<file path="config.mk">
export PLATFORM = sky130hd
export DESIGN_NAME = word_array_mem
export DESIGN_NICKNAME = d
export VERILOG_FILES = /design/src/rtl/word_array_pkg.sv /design/src/rtl/word_row.sv /design/src/rtl/word_array_mem.sv
export SDC_FILE = /design/constraint.sdc
export NUM_CORES = 1
export LEC_CHECK = 0
export CORE_ASPECT_RATIO = 0.7
export CORE_MARGIN = 8
export CORE_UTILIZATION = 65
export DETAILED_ROUTE_END_ITERATION = 7
export DONT_BUFFER_PORTS = 1
export HOLD_SLACK_MARGIN = 0.02
export PLACE_DENSITY = 0.8
export SLEW_MARGIN = 20
export SYNTH_ARGS = -nofsm -noshare
export SYNTH_HDL_FRONTEND = slang
export SYNTH_SLANG_ARGS = --single-unit
</file>
<file path="constraint.sdc">
create_clock -name clk -period 5.95 [get_ports clk]
set_input_delay 0.8925 -clock clk [delete_from_list [all_inputs] [get_ports clk]]
set_output_delay 0.8925 -clock clk [all_outputs]
set_load 0.005 [all_outputs]
</file>
<file path="src/rtl/word_array_pkg.sv">
// Shared types and helpers for the word-array memory.
package word_array_pkg;

  localparam int unsigned DEFAULT_WIDTH = 8;
  localparam int unsigned DEFAULT_DEPTH = 16;

  typedef enum logic {
    CLEAR,
    RUN
  } state_t;

  // Even parity over up to 64 data bits (callers zero-extend narrower words)
  function automatic logic even_parity(input logic [63:0] d);
    return ^d;
  endfunction

endpackage

</file>
<file path="src/rtl/word_row.sv">
// One clocked storage row; written when both the global write strobe and its select are high.
module word_row #(
  parameter int unsigned RW = 8
) (
  input  logic          clk,
  input  logic          we,
  input  logic          sel,
  input  logic [RW-1:0] wdata,
  output logic [RW-1:0] rdata
);

  logic [RW-1:0] q;

  always_ff @(posedge clk) begin
    if (we && sel) q <= wdata;
  end

  assign rdata = q;

endmodule

</file>
<file path="src/rtl/word_array_mem.sv">
// Word-addressable memory with request/response handshakes and a post-reset clear sweep.
// Optional WORD_ARRAY_PARITY_EN adds a per-row even-parity bit and the par_inj input.
module word_array_mem
  import word_array_pkg::*;
#(
  parameter int unsigned WIDTH = DEFAULT_WIDTH,
  parameter int unsigned DEPTH = DEFAULT_DEPTH,
  parameter int unsigned AW    = 4
) (
  input  logic             clk,
  input  logic             rst_n,
  input  logic             req_valid,
  output logic             req_ready,
  input  logic             req_we,
  input  logic [AW-1:0]    req_addr,
  input  logic [WIDTH-1:0] req_wdata,
`ifdef WORD_ARRAY_PARITY_EN
  input  logic             par_inj,
`endif
  output logic             rsp_valid,
  input  logic             rsp_ready,
  output logic [WIDTH-1:0] rsp_rdata,
  output logic             rsp_err,
  output logic             busy
);

`ifdef WORD_ARRAY_PARITY_EN
  localparam int unsigned RW = WIDTH + 1;
`else
  localparam int unsigned RW = WIDTH;
`endif

  state_t        state, state_nx;
  logic [AW-1:0] clr_addr, clr_nx;
  logic          clearing;
  logic          accept;
  logic          in_range;
  logic          row_we;
  logic [AW-1:0] row_addr;
  logic [RW-1:0] row_wdata;
  logic [RW-1:0] row_q [DEPTH];
  logic [RW-1:0] rd_word;
  logic          rd_err;

  always_ff @(posedge clk) begin
    if (!rst_n) begin
      state    <= CLEAR;
      clr_addr <= '0;
    end else begin
      state    <= state_nx;
      clr_addr <= clr_nx;
    end
  end

  always_comb begin
    state_nx  = state;
    clr_nx    = clr_addr;
    clearing  = 1'b0;
    req_ready = 1'b0;
    busy      = 1'b0;
    case (state)
      CLEAR: begin
        clearing = 1'b1;
        busy     = 1'b1;
        clr_nx   = clr_addr + AW'(1);
        if (clr_addr == AW'(DEPTH - 1)) begin
          state_nx = RUN;
          clr_nx   = '0;
        end
      end
      RUN: req_ready = !rsp_valid || rsp_ready;
      default: state_nx = CLEAR;
    endcase
  end

  // Extra top bit keeps the compare correct when DEPTH == 2**AW
  assign in_range = {1'b0, req_addr} < (AW + 1)'(DEPTH);
  assign accept   = req_valid && req_ready;

  always_comb begin
    row_we   = clearing || (accept && req_we && in_range);
    row_addr = clearing ? clr_addr : req_addr;
`ifdef WORD_ARRAY_PARITY_EN
    if (clearing) row_wdata = '0;
    else row_wdata = {even_parity(64'(req_wdata)) ^ par_inj, req_wdata};
`else
    row_wdata = clearing ? '0 : req_wdata;
`endif
  end

  for (genvar g = 0; g < DEPTH; g++) begin : g_row
    word_row #(.RW(RW)) u_row (
      .clk   (clk),
      .we    (row_we),
      .sel   (row_addr == AW'(g)),
      .wdata (row_wdata),
      .rdata (row_q[g])
    );
  end

  always_comb begin
    rd_word = '0;
    for (int unsigned i = 0; i < DEPTH; i++) begin
      if (req_addr == AW'(i)) rd_word = row_q[i];
    end
`ifdef WORD_ARRAY_PARITY_EN
    rd_err = !in_range || (^rd_word);
`else
    rd_err = !in_range;
`endif
  end

  always_ff @(posedge clk) begin
    if (!rst_n) begin
      rsp_valid <= 1'b0;
      rsp_rdata <= '0;
      rsp_err   <= 1'b0;
    end else if (accept && !req_we) begin
      rsp_valid <= 1'b1;
      rsp_rdata <= in_range ? rd_word[WIDTH-1:0] : '0;
      rsp_err   <= rd_err;
    end else if (rsp_ready) begin
      rsp_valid <= 1'b0;
    end
  end

endmodule

</file>
==> flow_metrics.py <==
metrics = {
    "die": {
        "fp-row-count": 29,
        "die-area_um2": 13000,
        "core_area_um2": 9180,
        "die_x_um": 133,
        "io_pins": 29,
        "die_h_um": 97.7,
        "initial_utilization": 0.676,
    },
    "worst_setup_path": {
        "startpoint": "state",
        "crit_path_max_incr_delay_ps": 830,
        "r2r_cells": 4,
        "slowest_stage": "dfxtp_1",
        "path_cells": "inv_2 -> o22ai_1 -> nand2_1 -> nor2_1",
        "start_kind": "register",
        "critPathRequiredTime_ps": 6010,
        "crit_path_end_kind": "register",
        "crit_path_max_fanout": 25,
        "r2r_start": "state",
        "cp_num_cells": 4,
        "crit_type": "register to register",
        "crit_family": "simple AND/OR/NAND/NOR gates",
        "arrival_ps": 2560,
        "critPathBufInv": 1,
    },
    "sta": {
        "tns_ps": 0,
        "min_period_ps": 2500,
        "finalCritPeriodShare": 0.419,
        "max_freq_ghz": 0.401,
        "setup_viol": 0,
        "maxSlewViolCount": 0,
        "tightest_slew_ps": 992,
        "finalHoldViolations": 0,
        "fin_hold_ws_ps": 583,
        "finalClockSkew_ps": 12.5,
        "rsz0062_at_grt": "false",
        "slew_headroom": 0.339,
    },
    "drt": {
        "top_layer": "met4",
        "route.detailed.drc": 0,
        "wl_um": 16800,
        "wl_met2_um": 6890,
        "wl_met1_um": 7190,
        "drt_iter0_markers": 726,
        "wl_per_cell_um": 28.5,
        "dr.pass1.iters": 6,
        "route.met3.wl_um": 2450,
        "vias_per_cell": 7.13,
        "ant_nets": 0,
        "dr_total_vias": 4211,
    },
    "synth": {
        "synthCells": 466,
        "synth_edf_count": 128,
        "syn-cell-area_um2": 6200,
        "ys_async_sr_fraction": 0,
        "ys_seq_area_frac": 0.665,
        "ys_types": 58,
        "synth-main-ff-cell": "edfxtp_1",
        "synth_seq_cells": 142,
        "synth_nets": 484,
        "synth_top_family_by_area": "compound AO/OA/AOI/OAI gates",
        "syn-mean-instance-area_um2": 13.3,
        "synth_warnings": 0,
        "synth-compound-area-share": 0.139,
        "synth-adder-area-share": 0.00202,
        "synth_xor_area_frac": 0.00141,
        "muxShareOfSynthArea": 0.0571,
        "synthSimpleGateAreaFrac": 0.103,
    },
    "finish": {
        "final_common_cell": "edfxtp_1",
        "utilization": 0.739,
        "syn_to_final_growth_pct": 9.28,
        "drive_gt1_frac": 0.0964,
        "fin_nets": 472,
        "final_cell_mix": "edfxtp_1 (128), nor2_1 (38), a21oi_1 (30), nand2_1 (27), mux2i_1 (23)",
        "diodes": 0,
    },
    "cts": {
        "cts_setup_buffers": 0,
        "clock_latency_ps": 430,
        "cts_sinks": 142,
        "cts-buffers-inserted": 17,
        "root_buffer": "clkbuf_16",
        "cts_resized": 0,
        "clk_pin_slew_ps": 70,
        "cts_hold_buf": 0,
        "htreeDepth": 4,
        "cts_buffer_depth": 2,
        "tritoncts": "done",
    },
    "place": {
        "port_buffers": 0,
        "routabilityCongestion": 1.05,
        "hpwl_um": 10800,
    },
    "power": {
        "p_leak_nw": 2.23,
        "pwr-share-clk": 0.471,
        "power_density_nw_per_um2": 338,
        "pwr-share-seq": 0.484,
        "max-vdd-ir-drop_v": 0.000326,
        "p_comb_frac": 0.046,
        "netSwitchingFraction": 0.241,
        "intPower_mw": 1.74,
        "netSwitchingPower_uw": 552,
    },
    "hold_path": {
        "hp-start": "clr_addr[3]",
        "hold_path_class": "register to register",
        "whs_path_depth": 2,
    },
    "global_routing": {
        "grt_pass1_vias": 3897,
        "grt_max_degree": 53,
        "antenna_found_initial": 0,
        "gr-total-overflow": 0,
        "grt_pass1_wl_um": 25000,
        "grt_use_total": 0.266,
    },
    "flow_run": {
        "maxCapViolCount": 0,
    },
    "status": {
        "status": "completed",
    },
}
==> path summary, 6_finish.rpt <==
| path | endpoint | slack [ps] |
|---|---|---|
| max | g_row[5].u_row.rdata[4] | 3450 |
| max reg2reg | g_row[5].u_row.rdata[4] | 3450 |
| min | clr_addr[3] | 580 |
| min reg2reg | clr_addr[3] | 580 |
==> metal layers <==
| metal | track usage | vias to the layer above |
|---|---|---|
| met3 | 0.112 | 38 |
| met2 | 0.353 | 350 |
| met1 | 0.386 | 2057 |
| met4 | 0.0791 | 0 |
| li1 | - | 1766 |
| met5 | 0 | - |
==> kinds of logic (layout without fill, tap and decap cells) <==
logic type,Yosys count,in the layout
simple gates,128,128
xor+xnor,1,1
fa+ha+maj,1,1
buf+inv,37,38
mux,30,30
other cells,1,1
compound gates,126,126
flops,142,142
==> sequential cells by signal, indices dropped and copies added (netlist names) <==
signal             cells
g_row.u_row.rdata    128
rsp_rdata              8
clr_addr               4
rsp_valid              1
state                  1
==> final cells by class <==
type	count	area (µm²)
Clock inverter	15	173
Clock buffer	17	425
Inverter	6	22.5
Multi-Input combinational cell	287	1880
Tap cell	124	155
Fill cell	579	2400
Sequential cell	142	4120
==> Yosys cell counts (2+ instances only) <==
master     number  area, µm²
o221a_2         3       33.8
o21ai_0        22        110
and2_1         13       81.3
nor3_1          8       40.0
mux2i_1        23        230
buf_6           3       33.8
mux4_2          4       90.1
inv_2           2       7.51
edfxtp_1      128       3840
clkbuf_1       10       37.5
nor2_1         38        143
a22oi_1         3       22.5
o2bb2ai_1       3       26.3
buf_2          10       50.1
nand2_1        27        101
clkinv_1        3       11.3
a21o_1          3       22.5
a211oi_1        8       60.1
nand3b_1        2       15.0
nand2b_1       12       75.1
a21boi_1        3       22.5
a221o_1         3       30.0
o21a_1          3       22.5
o22ai_1         8       50.1
nand3_1         7       35.0
o21ai_1         9       45.0
a211o_1         4       35.0
buf_4           7       52.6
a21boi_0        2       15.0
or3_1           2       12.5
a21oi_1        30        150
o221ai_1        7       61.3
nor2b_1         9       56.3
o22a_1          4       35.0
o32a_1          3       30.0
a221oi_2        3       45.0
mux2_1          3       33.8
dfxtp_1        14        280
==> power by group through the flow <==
| stage | clock, mW | combinational [mW] | sequential, mW |
|---|---|---|---|
| 2_1_floorplan | 0 | 0.0945 | 1.12 |
| 3_3_place_gp | 0 | 0.0981 | 1.13 |
| 3_5_place_dp | 0 | 0.100 | 1.13 |
| 4_1_cts | 1.08 | 0.101 | 1.11 |
| 5_1_grt | 1.12 | 0.112 | 1.11 |
| 6_report | 1.08 | 0.105 | 1.11 |
==> worst min-delay path, cell delays in order, from the launching register on <==
cell and delay (ps):
dfxtp_1 370, o21ai_0 100, a21boi_1 70
==> through the flow <==
stage / power (mW) / cells / setup slack (ps) / cell area, µm²
after floorplan: 1.22 / 466 / 3410 / 6200
final: 2.29 / 591 / 3450 / 6780
after detailed placement: 1.23 / 559 / 3240 / 6180
after CTS: 2.29 / 591 / 3500 / 6780
after global placement: 1.23 / 559 / 3380 / 6180
after global routing: 2.34 / 591 / 3260 / 6780
(Power assumes the default switching activity.)
